## src/rtl/shared_pkg.sv

```systemverilog
// Shared GLB definitions: bank select enum, default widths and FSM state
// encoding for the GLB load and unload paths.
package shared_pkg;

  localparam int GLB_DATA_WIDTH = 64;
  localparam int GLB_ADDR_WIDTH = 12;

  typedef enum logic [1:0] {
    IFMAP  = 2'd0,
    FILTER = 2'd1,
    BIAS   = 2'd2,
    PSUM   = 2'd3
  } data_t;

  typedef enum logic [1:0] {
    ST_IDLE  = 2'd0,
    ST_READ  = 2'd1,
    ST_DRAIN = 2'd2,
    ST_DONE  = 2'd3
  } unload_state_t;

endpackage

```

## src/rtl/glb_rd_skid.sv

```systemverilog
// Two-entry FIFO of {data, idx} absorbing GLB read latency and DRAM stalls.
// Ports: push/push_data/push_idx in, pop in, occupancy and head out.
module glb_rd_skid #(
  parameter int DATA_WIDTH = 64,
  parameter int ADDR_WIDTH = 12
) (
  input  logic                  clk,
  input  logic                  rst,
  input  logic                  push,
  input  logic [DATA_WIDTH-1:0] push_data,
  input  logic [ADDR_WIDTH-1:0] push_idx,
  input  logic                  pop,
  output logic [1:0]            occupancy,
  output logic [DATA_WIDTH-1:0] head_data,
  output logic [ADDR_WIDTH-1:0] head_idx
);

  logic [DATA_WIDTH-1:0] data_q [2];
  logic [DATA_WIDTH-1:0] data_d [2];
  logic [ADDR_WIDTH-1:0] idx_q  [2];
  logic [ADDR_WIDTH-1:0] idx_d  [2];
  logic                  wr_ptr_q, wr_ptr_d;
  logic                  rd_ptr_q, rd_ptr_d;
  logic [1:0]            count_q, count_d;

  always_comb begin
    data_d   = data_q;
    idx_d    = idx_q;
    wr_ptr_d = wr_ptr_q;
    rd_ptr_d = rd_ptr_q;
    if (push) begin
      data_d[wr_ptr_q] = push_data;
      idx_d[wr_ptr_q]  = push_idx;
      wr_ptr_d         = ~wr_ptr_q;
    end
    if (pop) begin
      rd_ptr_d = ~rd_ptr_q;
    end
    count_d = count_q + 2'(push) - 2'(pop);
  end

  always_ff @(posedge clk or posedge rst) begin
    if (rst) begin
      for (int i = 0; i < 2; i++) begin
        data_q[i] <= '0;
        idx_q[i]  <= '0;
      end
      wr_ptr_q <= 1'b0;
      rd_ptr_q <= 1'b0;
      count_q  <= 2'd0;
    end else begin
      data_q   <= data_d;
      idx_q    <= idx_d;
      wr_ptr_q <= wr_ptr_d;
      rd_ptr_q <= rd_ptr_d;
      count_q  <= count_d;
    end
  end

  assign occupancy = count_q;
  assign head_data = data_q[rd_ptr_q];
  assign head_idx  = idx_q[rd_ptr_q];

endmodule

```

## src/rtl/glb_unload_reader.sv

```systemverilog
// Streams num_words GLB words from base_addr to a DRAM valid/ready stream.
// Ports: start/data_type/base_addr/num_words in; busy/done status;
// glb_rd_* GLB read port; dram_w* output stream with dram_wready in.
module glb_unload_reader
  import shared_pkg::*;
#(
  parameter int DATA_WIDTH = GLB_DATA_WIDTH,
  parameter int ADDR_WIDTH = GLB_ADDR_WIDTH
) (
  input  logic                  core_clk,
  input  logic                  reset,
  input  logic                  start,
  input  data_t                 data_type,
  input  logic [ADDR_WIDTH-1:0] base_addr,
  input  logic [ADDR_WIDTH-1:0] num_words,
  output logic                  busy,
  output logic                  done,
  output data_t                 glb_rd_sel,
  output logic                  glb_rd_en,
  output logic [ADDR_WIDTH-1:0] glb_rd_addr,
  input  logic [DATA_WIDTH-1:0] glb_rd_data,
  output logic [DATA_WIDTH-1:0] dram_wdata,
  output logic [ADDR_WIDTH-1:0] dram_widx,
  output logic                  dram_wvalid,
  input  logic                  dram_wready
);

  unload_state_t         state_q, state_d;
  data_t                 sel_q, sel_d;
  logic [ADDR_WIDTH-1:0] base_q, base_d;
  logic [ADDR_WIDTH-1:0] num_q, num_d;
  logic [ADDR_WIDTH-1:0] issued_q, issued_d;
  logic [ADDR_WIDTH-1:0] rd_idx_q, rd_idx_d;
  logic                  inflight_q, inflight_d;

  logic [1:0] occ;
  logic       pop;
  logic [2:0] credit;

  glb_rd_skid #(
    .DATA_WIDTH(DATA_WIDTH),
    .ADDR_WIDTH(ADDR_WIDTH)
  ) u_skid (
    .clk       (core_clk),
    .rst       (reset),
    .push      (inflight_q),
    .push_data (glb_rd_data),
    .push_idx  (rd_idx_q),
    .pop       (pop),
    .occupancy (occ),
    .head_data (dram_wdata),
    .head_idx  (dram_widx)
  );

  assign dram_wvalid = (occ != 2'd0);
  assign pop         = dram_wvalid && dram_wready;

  // Slots committed after this cycle: buffered + returning - leaving.
  assign credit = 3'(occ) + 3'(inflight_q) - 3'(pop);

  assign glb_rd_addr = base_q + issued_q;
  assign glb_rd_sel  = sel_q;
  assign busy        = (state_q == ST_READ) || (state_q == ST_DRAIN);
  assign done        = (state_q == ST_DONE);

  always_comb begin
    state_d   = state_q;
    sel_d     = sel_q;
    base_d    = base_q;
    num_d     = num_q;
    issued_d  = issued_q;
    rd_idx_d  = rd_idx_q;
    glb_rd_en = 1'b0;

    unique case (state_q)
      ST_IDLE: begin
        if (start) begin
          sel_d    = data_type;
          base_d   = base_addr;
          num_d    = num_words;
          issued_d = '0;
          state_d  = (num_words == '0) ? ST_DONE : ST_READ;
        end
      end
      ST_READ: begin
        if (issued_q == num_q) begin
          state_d = ST_DRAIN;
        end else if (credit < 3'd2) begin
          glb_rd_en = 1'b1;
          rd_idx_d  = issued_q;
          issued_d  = issued_q + 1'b1;
        end
      end
      ST_DRAIN: begin
        // The last word may leave this cycle; nothing else can arrive.
        if (!inflight_q && (occ == {1'b0, pop})) begin
          state_d = ST_DONE;
        end
      end
      ST_DONE: begin
        state_d = ST_IDLE;
      end
      default: begin
        state_d = ST_IDLE;
      end
    endcase

    inflight_d = glb_rd_en;
  end

  always_ff @(posedge core_clk or posedge reset) begin
    if (reset) begin
      state_q    <= ST_IDLE;
      sel_q      <= IFMAP;
      base_q     <= '0;
      num_q      <= '0;
      issued_q   <= '0;
      rd_idx_q   <= '0;
      inflight_q <= 1'b0;
    end else begin
      state_q    <= state_d;
      sel_q      <= sel_d;
      base_q     <= base_d;
      num_q      <= num_d;
      issued_q   <= issued_d;
      rd_idx_q   <= rd_idx_d;
      inflight_q <= inflight_d;
    end
  end

endmodule

```

## config.mk

```make
export PLATFORM = sky130hd
export DESIGN_NAME = glb_unload_reader
export DESIGN_NICKNAME = d
export VERILOG_FILES = /design/src/rtl/shared_pkg.sv /design/src/rtl/glb_rd_skid.sv /design/src/rtl/glb_unload_reader.sv
export SDC_FILE = /design/constraint.sdc
export NUM_CORES = 1
export LEC_CHECK = 0
export ABC_AREA = 1
export BUFFER_PORTS_ARGS = -buffer_cell sky130_fd_sc_hd__buf_2
export CAP_MARGIN = 20
export CORE_ASPECT_RATIO = 0.9
export CORE_MARGIN = 2
export CORE_UTILIZATION = 55
export CTS_CLUSTER_DIAMETER = 80
export DETAILED_ROUTE_END_ITERATION = 7
export PLACE_DENSITY = 0.79
export SLEW_MARGIN = 0
export SYNTH_ARGS = -nofsm -noshare
export SYNTH_HDL_FRONTEND = slang
export SYNTH_SLANG_ARGS = --single-unit
```

## constraint.sdc

```tcl
create_clock -name core_clk -period 8.54 [get_ports core_clk]
set_input_delay 0.854 -clock core_clk [delete_from_list [all_inputs] [get_ports core_clk]]
set_output_delay 0.854 -clock core_clk [all_outputs]
set_load 0.02 [all_outputs]
```

==> qor.csv <==
stage,metric,value,unit
synthesis,synth_nets,1348,
timing,tightest_slew,0.992,ns
route,routed_wl,22100,um
synthesis,synthFlopType,dfrtp_1,
critical_path,worstPathRequired,7.69,ns
power_and_ir_drop,vdd_drop_max,326,uV
critical_path,cp_num_buf_inv,5,
global_routing,grt_pass1_wl,36500,um
critical_path,cp_slowest_stage_delay,0.46,ns
route,wl_per_cell,13.5,um
power_and_ir_drop,power.leakage,6.37,nW
route,postRouteAntennaNets,0,
clock_tree,cts_tree,built,
final_layout,stdcell_area,11600,sq um
run_status,status,completed,
critical_path,worstPathArrival,3.34,ns
final_layout,nets,1504,
timing,clock.fmax,239,MHz
clock_tree,postCtsSetupBuffers,0,
clock_tree,hold_buffers,0,
clock_tree,cts_buffers,23,
run,max_cap_violations,0,
clock_tree,cts.sinks,209,
global_routing,gr-usage-all-layers,0.230,
route,via_count,8342,
timing,setup-violations-final,0,
final_layout,drive_gt1_frac,0.183,
critical_path,startpoint_type,flop,
global_routing,grt_overflow,0,
route,firstDrtPassIters,6,
critical_path,slowest_stage,fa_1,
critical_path,worstPathCellList,inv_1 > nand2_1 > nand2_1 > inv_1 > ha_1 > inv_1 > ha_1 > fa_1 > nor3b_1 > nand3_4 > inv_1 > buf_2,
die,start_util,0.560,
timing,rsz0062_at_grt,no,
critical_path,crit_path_end_kind,output pin,
worst_hold_path,hold_depth,2,
die,ioPinCount,188,
final_layout,syn_to_final_growth,17.7,%
timing,layout_min_cycle_time,4.19,ns
synthesis,yosysUniqueCellTypes,30,
route,drc,0,
synthesis,syn-cell-area,9870,sq um
clock_tree,clk_path_buf_depth,3,
critical_path,r2r_slack,5.35,ns
synthesis,synthCells,1234,
worst_hold_path,hp-start,u_skid.data_q[60]$_DFFE_PP0P_,
placement,port_buffers,187,
placement,place_ws,4.49,ns
global_routing,antenna_found_initial,0,
final_layout,num_antenna_cells,0,
critical_path,path_delay_family,adder cells,
placement,globalplace.congestion,0.889,
route,viasPerCell,5.08,
synthesis,ys_seq_area_frac,0.530,
timing,tns,0,ns
critical_path,rr_endpoint,issued_q[2]$_DFFE_PP0P_,
route,drt_iter0_drc,608,
synthesis,synth_warnings,0,
placement,hpwl,14000,um
die,coreArea,17600,sq um
global_routing,grt_max_degree,133,
synthesis,async_flop_share,1.00,
worst_hold_path,min_to,u_skid.data_q[60]$_DFFE_PP0P_,
timing,timing.final.ws_setup,4.35,ns
synthesis,ys_ff_latch,209,
synthesis,synth-edff-count,0,
die,rows,46,
timing,max_slew_margin,0.339,
critical_path,r2r_cells,13,
die,dieArea,19000,sq um
clock_tree,post_cts_resize_count,0,
die,die_h,131,um
timing,finalClockSkew,0.00936,ns
synthesis,syn_avg_cell_area,8.00,sq um
worst_hold_path,hold_class,reg2reg,
power_and_ir_drop,powerDensity,390,nW/um^2
clock_tree,htree_levels,1,
die,die_x,145,um
power_and_ir_drop,fin_total_pwr,4.53,mW
timing,slew_violations,0,
critical_path,crit_top_cell,inv_1,
final_layout,final_common_cell,nand2_1,
final_layout,layout_common_cells,"nand2_1, dfrtp_1, buf_2",
timing,fin_crit_sh,0.491,
clock_tree,path_clk_slew,0.06,ns
timing,hold_viol,0,
critical_path,crit_fanout,24,
critical_path,r2r_start,u_skid.occupancy[1]$_DFF_PP0_,
clock_tree,clockRootBuffer,clkbuf_16,
global_routing,grt_pass1_vias,7585,
critical_path,worst-setup-path-type,reg2out,
clock_tree,clock_latency,0.51,ns
placement,placed_area,10900,sq um
[power by group]
group | internal (mW) | switching, mW
clock | 0.564 | 0.388
sequential | 1.40 | 0.217
combinational | 0.649 | 1.32
total | 2.61 | 1.92
[synthesized netlist by cell type, drive strengths merged, types with 7 or more instances]
cell type	n	share of area
clkbuf	42	0.016
a21oi	19	0.0096
inv	123	0.047
ha	18	0.023
buf	21	0.013
nand3	18	0.011
o21ai	175	0.089
nand2	509	0.19
xnor2	8	0.0071
nor2	39	0.015
xor2	7	0.0062
dfrtp	209	0.53
nand4	15	0.0095
mux2	15	0.017
[routing by layer]
layer / vias to the layer above / part of all wire / track usage
li1: 4178 / - / -
met1: 3869 / 0.45 / 0.318
met2: 253 / 0.47 / 0.382
met3: 42 / 0.050 / 0.0322
met4: 0 / 0.026 / 0.0755
met5: - / 0 / 0
[logic make-up after synthesis]
kind of cell | count (synthesis) | share of synthesized area
DFF | 209 | 0.530
muxes | 15 | 0.0171
adders and majority gates | 20 | 0.0269
buffers and inverters | 186 | 0.0755
xor gates and xnor gates | 15 | 0.0133
AOI/OAI and AO/OA | 198 | 0.101
and+or+nand+nor | 591 | 0.236
[worst register-to-register path: stages, from the launching register on]
cell,delay [ns]
dfrtp_1,0.40
inv_1,0.12
nand2_1,0.08
nand2_1,0.10
inv_1,0.05
ha_1,0.29
inv_1,0.04
ha_1,0.18
fa_1,0.46
nor3b_1,0.45
or2_2,0.39
nand3_2,0.30
nand2_1,0.15
nand2_1,0.06
[worst max-delay path by stage]
stage	startpoint	endpoint	depth (start not counted)
after global placement	dram_wready	glb_rd_en	11
final	u_skid.occupancy[1]$_DFF_PP0_	glb_rd_en	12
after detailed placement	dram_wready	glb_rd_en	11
after floorplan	reset	base_q[0]$_DFFE_PP0P_	1
after global routing	u_skid.occupancy[1]$_DFF_PP0_	glb_rd_en	12
after CTS	u_skid.occupancy[1]$_DFF_PP0_	glb_rd_en	12
[per-stage QoR]
stage,hold WS (ns),std cells,utilization
6_report,0.481,1642,0.659
2_1_floorplan,0.449,1234,-
3_5_place_dp,0.472,1605,0.618
3_3_place_gp,0.465,1605,0.618
5_1_grt,0.504,1642,0.659
4_1_cts,0.487,1642,0.659
[flip-flops by register name, indices dropped and copies added, names as in the netlist]
| signal | flops |
|---|---|
| base_q | 12 |
| glb_rd_sel | 2 |
| inflight_q | 1 |
| issued_q | 12 |
| num_q | 12 |
| rd_idx_q | 12 |
| state_q | 2 |
| u_skid.data_q | 128 |
| u_skid.idx_q | 24 |
| u_skid.occupancy | 2 |
| u_skid.rd_ptr_q | 1 |
| u_skid.wr_ptr_q | 1 |
[area by class of cell]
cell class / count / area, sq um
fill: 1524 / 6000
sequential: 209 / 5230
multi-input combinational: 839 / 3900
timing repair buffer: 194 / 988
clock buffer: 31 / 656
inverter: 123 / 469
tap: 240 / 300
clock inverter: 6 / 61.3
(Power assumes the default switching activity.)
